--- config.mk ---
export PLATFORM = sky130hd
export DESIGN_NAME = r_seq_ctrl_flat
export DESIGN_NICKNAME = d
export VERILOG_FILES = /design/src/rtl/r_seq_ctrl_if.sv /design/src/rtl/r_seq_ctrl.sv /design/src/flat_wrapper.sv
export SDC_FILE = /design/constraint.sdc
export NUM_CORES = 1
export LEC_CHECK = 0
export CAP_MARGIN = 0
export CORE_MARGIN = 3
export CORE_UTILIZATION = 42
export DETAILED_ROUTE_END_ITERATION = 10
export GPL_ROUTABILITY_DRIVEN = 0
export PLACE_DENSITY = 0.8
export SETUP_SLACK_MARGIN = 0.3
export SYNTH_ARGS = -nofsm -noshare
export SYNTH_HDL_FRONTEND = slang
export SYNTH_SLANG_ARGS = --single-unit
--- constraint.sdc ---
create_clock -name clk -period 1.7 [get_ports clk]
set_input_delay 0.17 -clock clk [delete_from_list [all_inputs] [get_ports clk]]
set_output_delay 0.17 -clock clk [all_outputs]
set_load 0.02 [all_outputs]
--- src/rtl/r_seq_ctrl_if.sv ---
// ROM bus between the R-type sequencer and its synchronous instruction ROM.
// The sequencer presents a word address; the ROM returns the word one cycle later.
interface r_seq_ctrl_if #(
  parameter int ADDR_W = 6
);
  logic [ADDR_W-1:0] rom_addr;
  logic [31:0]       inst_code;

  modport master (
    output rom_addr,
    input  inst_code
  );

  modport slave (
    input  rom_addr,
    output inst_code
  );
endinterface

--- src/rtl/r_seq_ctrl.sv ---
// Four-cycle R-type sequencer: fetch, decode, exec, write-back.
// Owns the PC and the ROM address, and supports run, single-step and halt.
module r_seq_ctrl #(
  parameter int          ADDR_W    = 6,
  parameter int          CNT_W     = 16,
  parameter logic [31:0] HALT_WORD = 32'hFFFF_FFFF
) (
  input  logic             clk,
  input  logic             rst,
  input  logic             run,
  input  logic             step_mode,
  r_seq_ctrl_if.master     rom,
  output logic [31:0]      pc,
  output logic [31:0]      ir,
  output logic [4:0]       rs_addr,
  output logic [4:0]       rt_addr,
  output logic [4:0]       rd_addr,
  output logic [2:0]       alu_op,
  output logic             reg_we,
  output logic             busy,
  output logic             halted,
  output logic             illegal,
  output logic [CNT_W-1:0] inst_cnt
);

  typedef enum logic [2:0] {
    S_IDLE,
    S_FETCH,
    S_DECODE,
    S_EXEC,
    S_WB,
    S_HALT
  } state_t;

  localparam logic [ADDR_W+1:0] PC_STEP = (ADDR_W+2)'(4);

  state_t            r_state;
  logic [ADDR_W+1:0] r_pc;
  logic [31:0]       r_ir;
  logic [2:0]        r_alu_op;
  logic              r_wr_ok;
  logic              r_reg_we;
  logic              r_busy;
  logic              r_halted;
  logic              r_illegal;
  logic              r_run_q;
  logic [CNT_W-1:0]  r_cnt;

  logic [5:0]        w_opc;
  logic [5:0]        w_funct;
  logic [4:0]        w_rd;
  logic              w_valid;
  logic [2:0]        w_op;
  logic              w_nop;
  logic              w_halt;
  logic              w_start;
  logic              w_cnt_sat;

  assign w_opc     = rom.inst_code[31:26];
  assign w_funct   = rom.inst_code[5:0];
  assign w_rd      = rom.inst_code[15:11];
  assign w_nop     = (rom.inst_code == 32'd0);
  assign w_halt    = (rom.inst_code == HALT_WORD);
  assign w_cnt_sat = &r_cnt;

  // Step mode only starts on a fresh rising edge of run.
  assign w_start = step_mode ? (run & ~r_run_q) : run;

  always_comb begin
    w_valid = 1'b0;
    w_op    = 3'b000;
    if (w_opc == 6'd0) begin
      unique case (1'b1)
        (w_funct == 6'h20): begin w_valid = 1'b1; w_op = 3'b010; end
        (w_funct == 6'h22): begin w_valid = 1'b1; w_op = 3'b110; end
        (w_funct == 6'h24): begin w_valid = 1'b1; w_op = 3'b000; end
        (w_funct == 6'h25): begin w_valid = 1'b1; w_op = 3'b001; end
        (w_funct == 6'h26): begin w_valid = 1'b1; w_op = 3'b011; end
        (w_funct == 6'h27): begin w_valid = 1'b1; w_op = 3'b100; end
        (w_funct == 6'h2A): begin w_valid = 1'b1; w_op = 3'b111; end
        default: ;
      endcase
    end
  end

  always_ff @(posedge clk or negedge rst) begin
    if (!rst) begin
      r_state   <= S_IDLE;
      r_pc      <= '0;
      r_ir      <= '0;
      r_alu_op  <= '0;
      r_wr_ok   <= 1'b0;
      r_reg_we  <= 1'b0;
      r_busy    <= 1'b0;
      r_halted  <= 1'b0;
      r_illegal <= 1'b0;
      r_run_q   <= 1'b0;
      r_cnt     <= '0;
    end else begin
      r_run_q <= run;
      unique case (r_state)
        S_IDLE: begin
          if (w_start) begin
            r_state <= S_FETCH;
            r_busy  <= 1'b1;
          end
        end
        S_FETCH: begin
          r_state <= S_DECODE;
        end
        S_DECODE: begin
          r_ir <= rom.inst_code;
          if (w_halt) begin
            r_state  <= S_HALT;
            r_busy   <= 1'b0;
            r_halted <= 1'b1;
          end else begin
            r_state  <= S_EXEC;
            r_alu_op <= w_op;
            r_wr_ok  <= w_valid && (w_rd != 5'd0);
            if (!w_valid && !w_nop) begin
              r_illegal <= 1'b1;
            end
          end
        end
        S_EXEC: begin
          r_state  <= S_WB;
          r_reg_we <= r_wr_ok;
        end
        S_WB: begin
          r_reg_we <= 1'b0;
          r_pc     <= r_pc + PC_STEP;
          if (!w_cnt_sat) begin
            r_cnt <= r_cnt + 1'b1;
          end
          if (!step_mode && run) begin
            r_state <= S_FETCH;
          end else begin
            r_state <= S_IDLE;
            r_busy  <= 1'b0;
          end
        end
        S_HALT: ;
        default: begin
          r_state <= S_IDLE;
          r_busy  <= 1'b0;
        end
      endcase
    end
  end

  assign rom.rom_addr = r_pc[ADDR_W+1:2];
  assign pc           = 32'(r_pc);
  assign ir           = r_ir;
  assign rs_addr      = r_ir[25:21];
  assign rt_addr      = r_ir[20:16];
  assign rd_addr      = r_ir[15:11];
  assign alu_op       = r_alu_op;
  assign reg_we       = r_reg_we;
  assign busy         = r_busy;
  assign halted       = r_halted;
  assign illegal      = r_illegal;
  assign inst_cnt     = r_cnt;

endmodule

--- src/flat_wrapper.sv ---
// flat-port wrapper written by rule: the top's interface ports become plain ports
module r_seq_ctrl_flat 
#(
  parameter int          ADDR_W    = 6,
  parameter int          CNT_W     = 16,
  parameter logic [31:0] HALT_WORD = 32'hFFFF_FFFF
)
  (clk, rst, run, step_mode, pc, ir, rs_addr, rt_addr, rd_addr, alu_op, reg_we, busy, halted, illegal, inst_cnt, rom_rom_addr, rom_inst_code);
  r_seq_ctrl_if #(.ADDR_W(ADDR_W)) rom_i ();
  input  logic clk;
  input  logic rst;
  input  logic run;
  input  logic step_mode;
  output logic [31:0] pc;
  output logic [31:0] ir;
  output logic [4:0] rs_addr;
  output logic [4:0] rt_addr;
  output logic [4:0] rd_addr;
  output logic [2:0] alu_op;
  output logic reg_we;
  output logic busy;
  output logic halted;
  output logic illegal;
  output logic [CNT_W-1:0] inst_cnt;
  output wire logic [$bits(rom_i.rom_addr)-1:0] rom_rom_addr;
  input wire logic [$bits(rom_i.inst_code)-1:0] rom_inst_code;
  assign rom_rom_addr = rom_i.rom_addr;
  assign rom_i.inst_code = rom_inst_code;
  r_seq_ctrl #(.ADDR_W(ADDR_W), .CNT_W(CNT_W), .HALT_WORD(HALT_WORD)) u_core (.clk(clk), .rst(rst), .run(run), .step_mode(step_mode), .rom(rom_i), .pc(pc), .ir(ir), .rs_addr(rs_addr), .rt_addr(rt_addr), .rd_addr(rd_addr), .alu_op(alu_op), .reg_we(reg_we), .busy(busy), .halted(halted), .illegal(illegal), .inst_cnt(inst_cnt));
endmodule
==> flow_summary.json, run 1 <==
{
  "start_util_pct": 44.1,
  "drt-pass1-iter-count": 4,
  "synth-xor-area-share_pct": 5.36,
  "r2r_slack_ps": 90,
  "drtIter0Drc": 215,
  "drc": 0,
  "ys.warnings.count": 0,
  "internal-power_mw": 5.37,
  "mostFrequentLayoutCells": "dlygate4sd2_1 (97), buf_4 (65), dfrtp_1 (53)",
  "path_max_fanout": 4,
  "clkSinkCount": 66,
  "drt_wl_total_um": 11400,
  "dp_slack_ps": -261,
  "drv_slew": 0,
  "crit_required_ps": 1920,
  "final_common_cell": "dlygate4sd2_1",
  "fin_crit_sh_pct": 94.9,
  "synth.avg_cell_area_um2": 11.4,
  "status": "finished clean",
  "rsz0062_at_grt": "yes",
  "antenna_found_initial": 0,
  "max_freq_mhz": 620,
  "path_common_cell": "nor4_4",
  "synth_seq_cells": 66,
  "die_h_um": 94.2,
  "reg2reg_depth": 7,
  "ys_seq_area_share_pct": 50.6,
  "hold_class": "input pin to flip-flop",
  "routed-via-count": 3022,
  "start_kind": "flip-flop",
  "synth_top_family_by_area": "simple AND/OR/NAND/NOR gates",
  "syn_to_final_growth_pct": 69.3,
  "synth_compound_area_share_pct": 4.33,
  "cts_buffers": 9,
  "cts_tree": "yes",
  "ctsRootBufferMaster": "clkbuf_8",
  "antenna_cells": 0,
  "cp_slowest_cell": "dfrtp_2",
  "setup_viol": 0,
  "clk_path_buf_depth": 2,
  "peakVddDrop_mv": 1.12,
  "p_leak_nw": 2.77,
  "synth_adder_area_share_pct": 0.766,
  "ys_types": 39,
  "coreArea_um2": 7410,
  "swShare_pct": 39.7,
  "clock_insertion_delay_worst_skew_ps": 330,
  "finalWorstSetupSlack_ps": 86.4,
  "detail_route.wl_per_cell_um": 19.8,
  "portBuffers": 117,
  "worstReg2RegStart": "u_core.inst_cnt[1]",
  "fillers": 486,
  "ant_nets": 0,
  "hold_depth": 3,
  "p_sw_mw": 3.53,
  "fin_setup_tns_ps": 0,
  "drive_above_1_share_pct": 37.5,
  "place_hpwl_um": 6290,
  "cp_cell_sequence": "ha_4 > nand3_4 > nor4_4 > buf_6 > nor4_4 > nand3_1 > xnor2_1",
  "skew_ps": 6.46,
  "final_hold_viol_count": 0,
  "ios": 144,
  "grt_overflow_total": 0,
  "hold_end": "u_core.ir[11]",
  "grt_pass1_wl_um": 15400,
  "syn-instance-count": 286,
  "drv_cap": 0,
  "htreeDepth": 3,
  "fp.dieArea_um2": 8870,
  "synthMuxAreaShare_pct": 13.2,
  "netlist_area_um2": 3270,
  "powerDensity_nw_per_um2": 1610,
  "p_seq_share_pct": 29.0,
  "finalNetCount": 508,
  "die_x_um": 94.2,
  "yosys.area_share.simple_pct": 13.4,
  "clkPwrFrac_pct": 14.8,
  "crit_type": "flip-flop to flip-flop",
  "hp-start": "rom_inst_code[11]",
  "reg2reg_to": "u_core.inst_cnt[15]",
  "finalCriticalPeriod_ps": 1610,
  "end_kind": "flip-flop",
  "combPwrFrac_pct": 56.2,
  "viasPerCell": 5.26,
  "rows": 31,
  "crit_arrival_ps": 1840,
  "grt_max_degree": 44,
  "clk_pin_slew_ps": 80,
  "max_stage_delay_ps": 430,
  "grt_usage_pct": 22.8,
  "first_global_vias": 2918
}
-- per-stage QoR --
stage	std cells	utilization (%)	hold WS, ps	instance area, µm²	total power [mW]
floorplan	311	-	-126	3430	4.97
global placement	506	62.0	92.5	4590	6.46
detailed placement	506	62.0	102	4590	6.55
CTS	564	69.8	262	5170	7.94
global route	574	74.6	234	5530	9.28
finish	574	74.6	240	5530	8.90
-- per-layer routing --
layer / part of all wire, % / GRT usage [%]
met2: 51 / 39.1
met1: 40 / 28.3
met4: 3.1 / 7.58
met3: 6.1 / 4.89
met5: 0 / 0
-- flip-flops by register name, summed over array words and instances, names as in the netlist --
name,flops
u_core.busy,1
u_core.r_pc,6
u_core.inst_cnt,16
u_core.r_wr_ok,1
u_core.illegal,1
u_core.reg_we,1
u_core.ir,32
u_core.r_state,3
u_core.halted,1
u_core.r_run_q,1
u_core.alu_op,3
-- what timing repair did --
| action | 4_1_cts | 5_1_grt |
|---|---|---|
| pin swaps | 17 | 27 |
| hold buffers | 1 | 0 |
| hold endpoints to repair | 13 | 0 |
| setup endpoints to repair | 138 | 65 |
| resized for setup | 132 | 72 |
| cloned | 3 | 3 |
| setup buffers | 38 | 7 |
-- cell usage after synthesis --
cell type,count,area share (%)
nor3_2,1,0.31
nand2_2,1,0.19
a31oi_1,3,0.57
conb_1,1,0.11
inv_1,4,0.46
buf_2,4,0.61
nand4_1,19,3.6
nor2_1,9,1.0
nand4_2,1,0.38
ha_1,2,0.77
buf_4,47,11
and3_1,2,0.38
nand2_1,17,2.0
or4_1,1,0.23
mux2_1,1,0.34
a21oi_1,9,1.4
o22ai_1,1,0.19
a221o_1,1,0.31
nor2b_1,1,0.19
clkbuf_1,1,0.11
inv_2,1,0.11
nor4_1,6,1.1
xnor2_1,17,4.6
nand3_1,6,0.92
nor2_2,2,0.38
nor4_4,1,0.65
clkbuf_2,1,0.15
a221oi_1,1,0.27
mux2_4,1,0.46
dfrtp_1,66,51
nor3_1,7,1.1
mux2i_1,1,0.31
and2_1,1,0.19
mux2_2,35,12
a41oi_1,1,0.27
nor4_2,2,0.77
a31o_2,1,0.27
xor2_1,3,0.80
o21ai_0,7,1.1
-- power groups by stage --
stage          Clock [mW]  Combinational, mW  Sequential [mW]
6_report             1.32               5.00             2.58
4_1_cts              1.31               4.11             2.51
3_3_place_gp            0               3.92             2.55
2_1_floorplan           0               1.84             3.12
3_5_place_dp            0               3.97             2.57
5_1_grt              1.42               5.21             2.66
-- cells by family (layout without fill, tap and decap cells) --
logic type	after synthesis	count (layout)
AND/OR/NAND/NOR	77	77
flip-flops	66	66
other	1	26
AO/OA/AOI/OAI	24	24
multiplexers	38	38
XOR/XNOR	20	20
adder cells (fa/ha/maj)	2	2
buffers and inverters	58	222
-- final cells by class --
| type | instances | area (µm²) | share of cell area [%] |
|---|---|---|---|
| Clock inverter | 1 | 5.00 | 0.0905 |
| Tap cell | 99 | 124 | 2.24 |
| Sequential cell | 66 | 1670 | 30.2 |
| Multi-Input combinational cell | 187 | 1650 | 29.8 |
| Timing Repair Buffer | 201 | 1870 | 33.8 |
| Inverter | 5 | 21.3 | 0.385 |
| Clock buffer | 15 | 196 | 3.55 |
-- worst max-delay path by stage --
stage                  startpoint             endpoint  slack, ps
2_1_floorplan  u_core.inst_cnt[5]   u_core.inst_cnt[1]        170
3_3_place_gp    rom_inst_code[26]       u_core.illegal       -260
3_5_place_dp    rom_inst_code[12]     u_core.alu_op[0]       -260
4_1_cts        u_core.inst_cnt[1]   u_core.inst_cnt[9]        170
5_1_grt        u_core.inst_cnt[1]  u_core.inst_cnt[15]         30
6_report       u_core.inst_cnt[1]  u_core.inst_cnt[15]         90
-- worst max-delay path, delay by kind of cell (launching register included) --
family,cells,cell delay (ps)
flip-flops,1,430
AND/OR/NAND/NOR,4,590
adder cells (fa/ha/maj),1,170
XOR/XNOR,1,160
buffers and inverters,1,140
(Power assumes the default switching activity.)
==> inputs of run 2 (changes only) <==
GPL_TIMING_DRIVEN = 0   (was default)
==> run 2 against run 1 <==
Sequential share of layout area increased by 0.51 points. Non-clock buffer count increased by 21. Register-to-register slack improved by 60 ps. First-iteration DRC count decreased by 41%. Clock power about the same. Utilization decreased by 1.2 points. Worst setup slack improved by 61 ps. Worst hold slack got worse by 66 ps. Critical endpoint is now u_core.inst_cnt[13].
==> flow_summary.json, run 2 (synthesis results as in run 1) <==
{
  "detail_route.wl_per_cell_um": 16.1,
  "drtIter0Drc": 126,
  "grt_overflow_total": 0,
  "antenna_found_initial": 0,
  "route.met2.wl_um": 4950,
  "instances_no_fill": 595,
  "drt_wl_total_um": 9590,
  "clock_insertion_delay_worst_skew_ps": 330,
  "stdcell_area_um2": 5440,
  "viasPerCell": 4.84,
  "drt-met1-wl_um": 4040,
  "fp.dieArea_um2": 8870,
  "path_max_fanout": 4,
  "rows": 31,
  "seq_area_um2": 1670,
  "finalWorstSetupSlack_ps": 148,
  "largest_reg_flops": 32,
  "crit_required_ps": 1940,
  "ant_nets": 0,
  "first_global_vias": 2696,
  "cp_cell_sequence": "ha_4 > nand3_4 > nor4_4 > buf_4 > nor4_4 > nand2_1 > xnor2_1",
  "max_slew.worst_pin.slew_ps": 824,
  "drc": 0,
  "cts_tree": "yes",
  "grt_usage_pct": 20.6,
  "portBuffers": 115,
  "place_hpwl_um": 6160,
  "max_stage_delay_ps": 440,
  "final_common_cell": "dlygate4sd2_1",
  "p_total_mw": 8.55,
  "end_kind": "flip-flop",
  "ios": 144,
  "setup_viol": 0,
  "clk_path_buf_depth": 2,
  "multiInputGateArea_um2": 1550,
  "hold_ws_ps": 174,
  "rsz0062_at_grt": "yes",
  "dpl_cell_area_um2": 4700,
  "finalNetCount": 529,
  "clkSinkCount": 66,
  "die_h_um": 94.2,
  "grt_pass1_wl_um": 14100,
  "clk_pin_slew_ps": 70,
  "antenna_cells": 0,
  "status": "finished clean",
  "peakVddDrop_mv": 1.00,
  "die_x_um": 94.2,
  "max_freq_mhz": 644,
  "dp_slack_ps": -403,
  "maxSlewHeadroom_pct": 45.0,
  "ctsRootBufferMaster": "clkbuf_8",
  "cts_buffers": 9,
  "fin_setup_tns_ps": 0,
  "mostFrequentLayoutCells": "dlygate4sd2_1 (101), buf_4 (91), dfrtp_1 (52)",
  "skew_ps": 7.37,
  "drt-pass1-iter-count": 4,
  "start_util_pct": 44.1,
  "htreeDepth": 3,
  "coreArea_um2": 7410,
  "start_kind": "flip-flop",
  "finalCriticalPeriod_ps": 1550,
  "hold_class": "input pin to flip-flop",
  "final_hold_viol_count": 0,
  "drive_above_1_share_pct": 39.3,
  "grt_max_degree": 67,
  "highest_layer": "met4",
  "powerDensity_nw_per_um2": 1570,
  "fillers": 541,
  "crit_arrival_ps": 1790,
  "placed_cells": 525,
  "drv_cap": 0,
  "p_leak_nw": 2.74,
  "fin_crit_sh_pct": 91.3,
  "syn_to_final_growth_pct": 66.6,
  "drv_slew": 0,
  "crit_type": "flip-flop to flip-flop",
  "wl_met3_um": 493,
  "routed-via-count": 2879,
  "final_util_pct": 73.5,
  "path_common_cell": "nor4_4",
  "cp_slowest_cell": "dfrtp_2"
}
[run 2: cell type report]
cell class / instances / area share (%)
Tap cell: 99 / 2.28
Clock buffer: 13 / 2.74
Clock inverter: 3 / 0.736
Inverter: 5 / 0.391
Sequential cell: 66 / 30.7
Timing Repair Buffer: 169 / 27.1
Buffer: 53 / 7.70
Multi-Input combinational cell: 187 / 28.4
[run 2: per-layer routing]
layer	up-vias	track usage, %
li1	1352	-
met1	1422	27.5
met2	93	34.6
met3	12	3.61
met4	0	5.05
met5	-	0
[run 2: final timing paths]
kind / startpoint / end / slack [ps] / cells after the start
setup / recovery: u_core.inst_cnt[0] / u_core.inst_cnt[13] / 150 / 7
hold / removal: rom_inst_code[11] / u_core.ir[11] / 170 / 2
setup reg to reg: u_core.inst_cnt[0] / u_core.inst_cnt[13] / 150 / 7
hold reg to reg: u_core.ir[5] / u_core.ir[5] / 480 / 1
max in group asynchronous: rst / u_core.inst_cnt[1] / 630 / 2
min in group asynchronous: rst / u_core.r_pc[6] / 490 / 2
[run 2: what timing repair did]
item	in CTS	in global routing
gates resized for setup	141	51
hold buffers	1	0
cloned	3	0
pin swaps	22	23
endpoints found under the setup margin	140	60
buffers inserted	40	10
endpoints found under the hold margin	66	0
[run 2: power breakdown]
part	internal, mW	leakage, nW	switching [mW]
Sequential	2.12	0.808	0.436
Combinational	2.39	1.84	2.30
Clock	0.716	0.0974	0.579
Total	5.23	2.74	3.32
[run 2: critical path, delay by kind of cell, from the launching register on]
family	cells	cell delay, ps
flip-flops	1	440
buffers and inverters	1	140
adder cells (fa/ha/maj)	1	180
AND/OR/NAND/NOR	4	510
XOR/XNOR	1	200
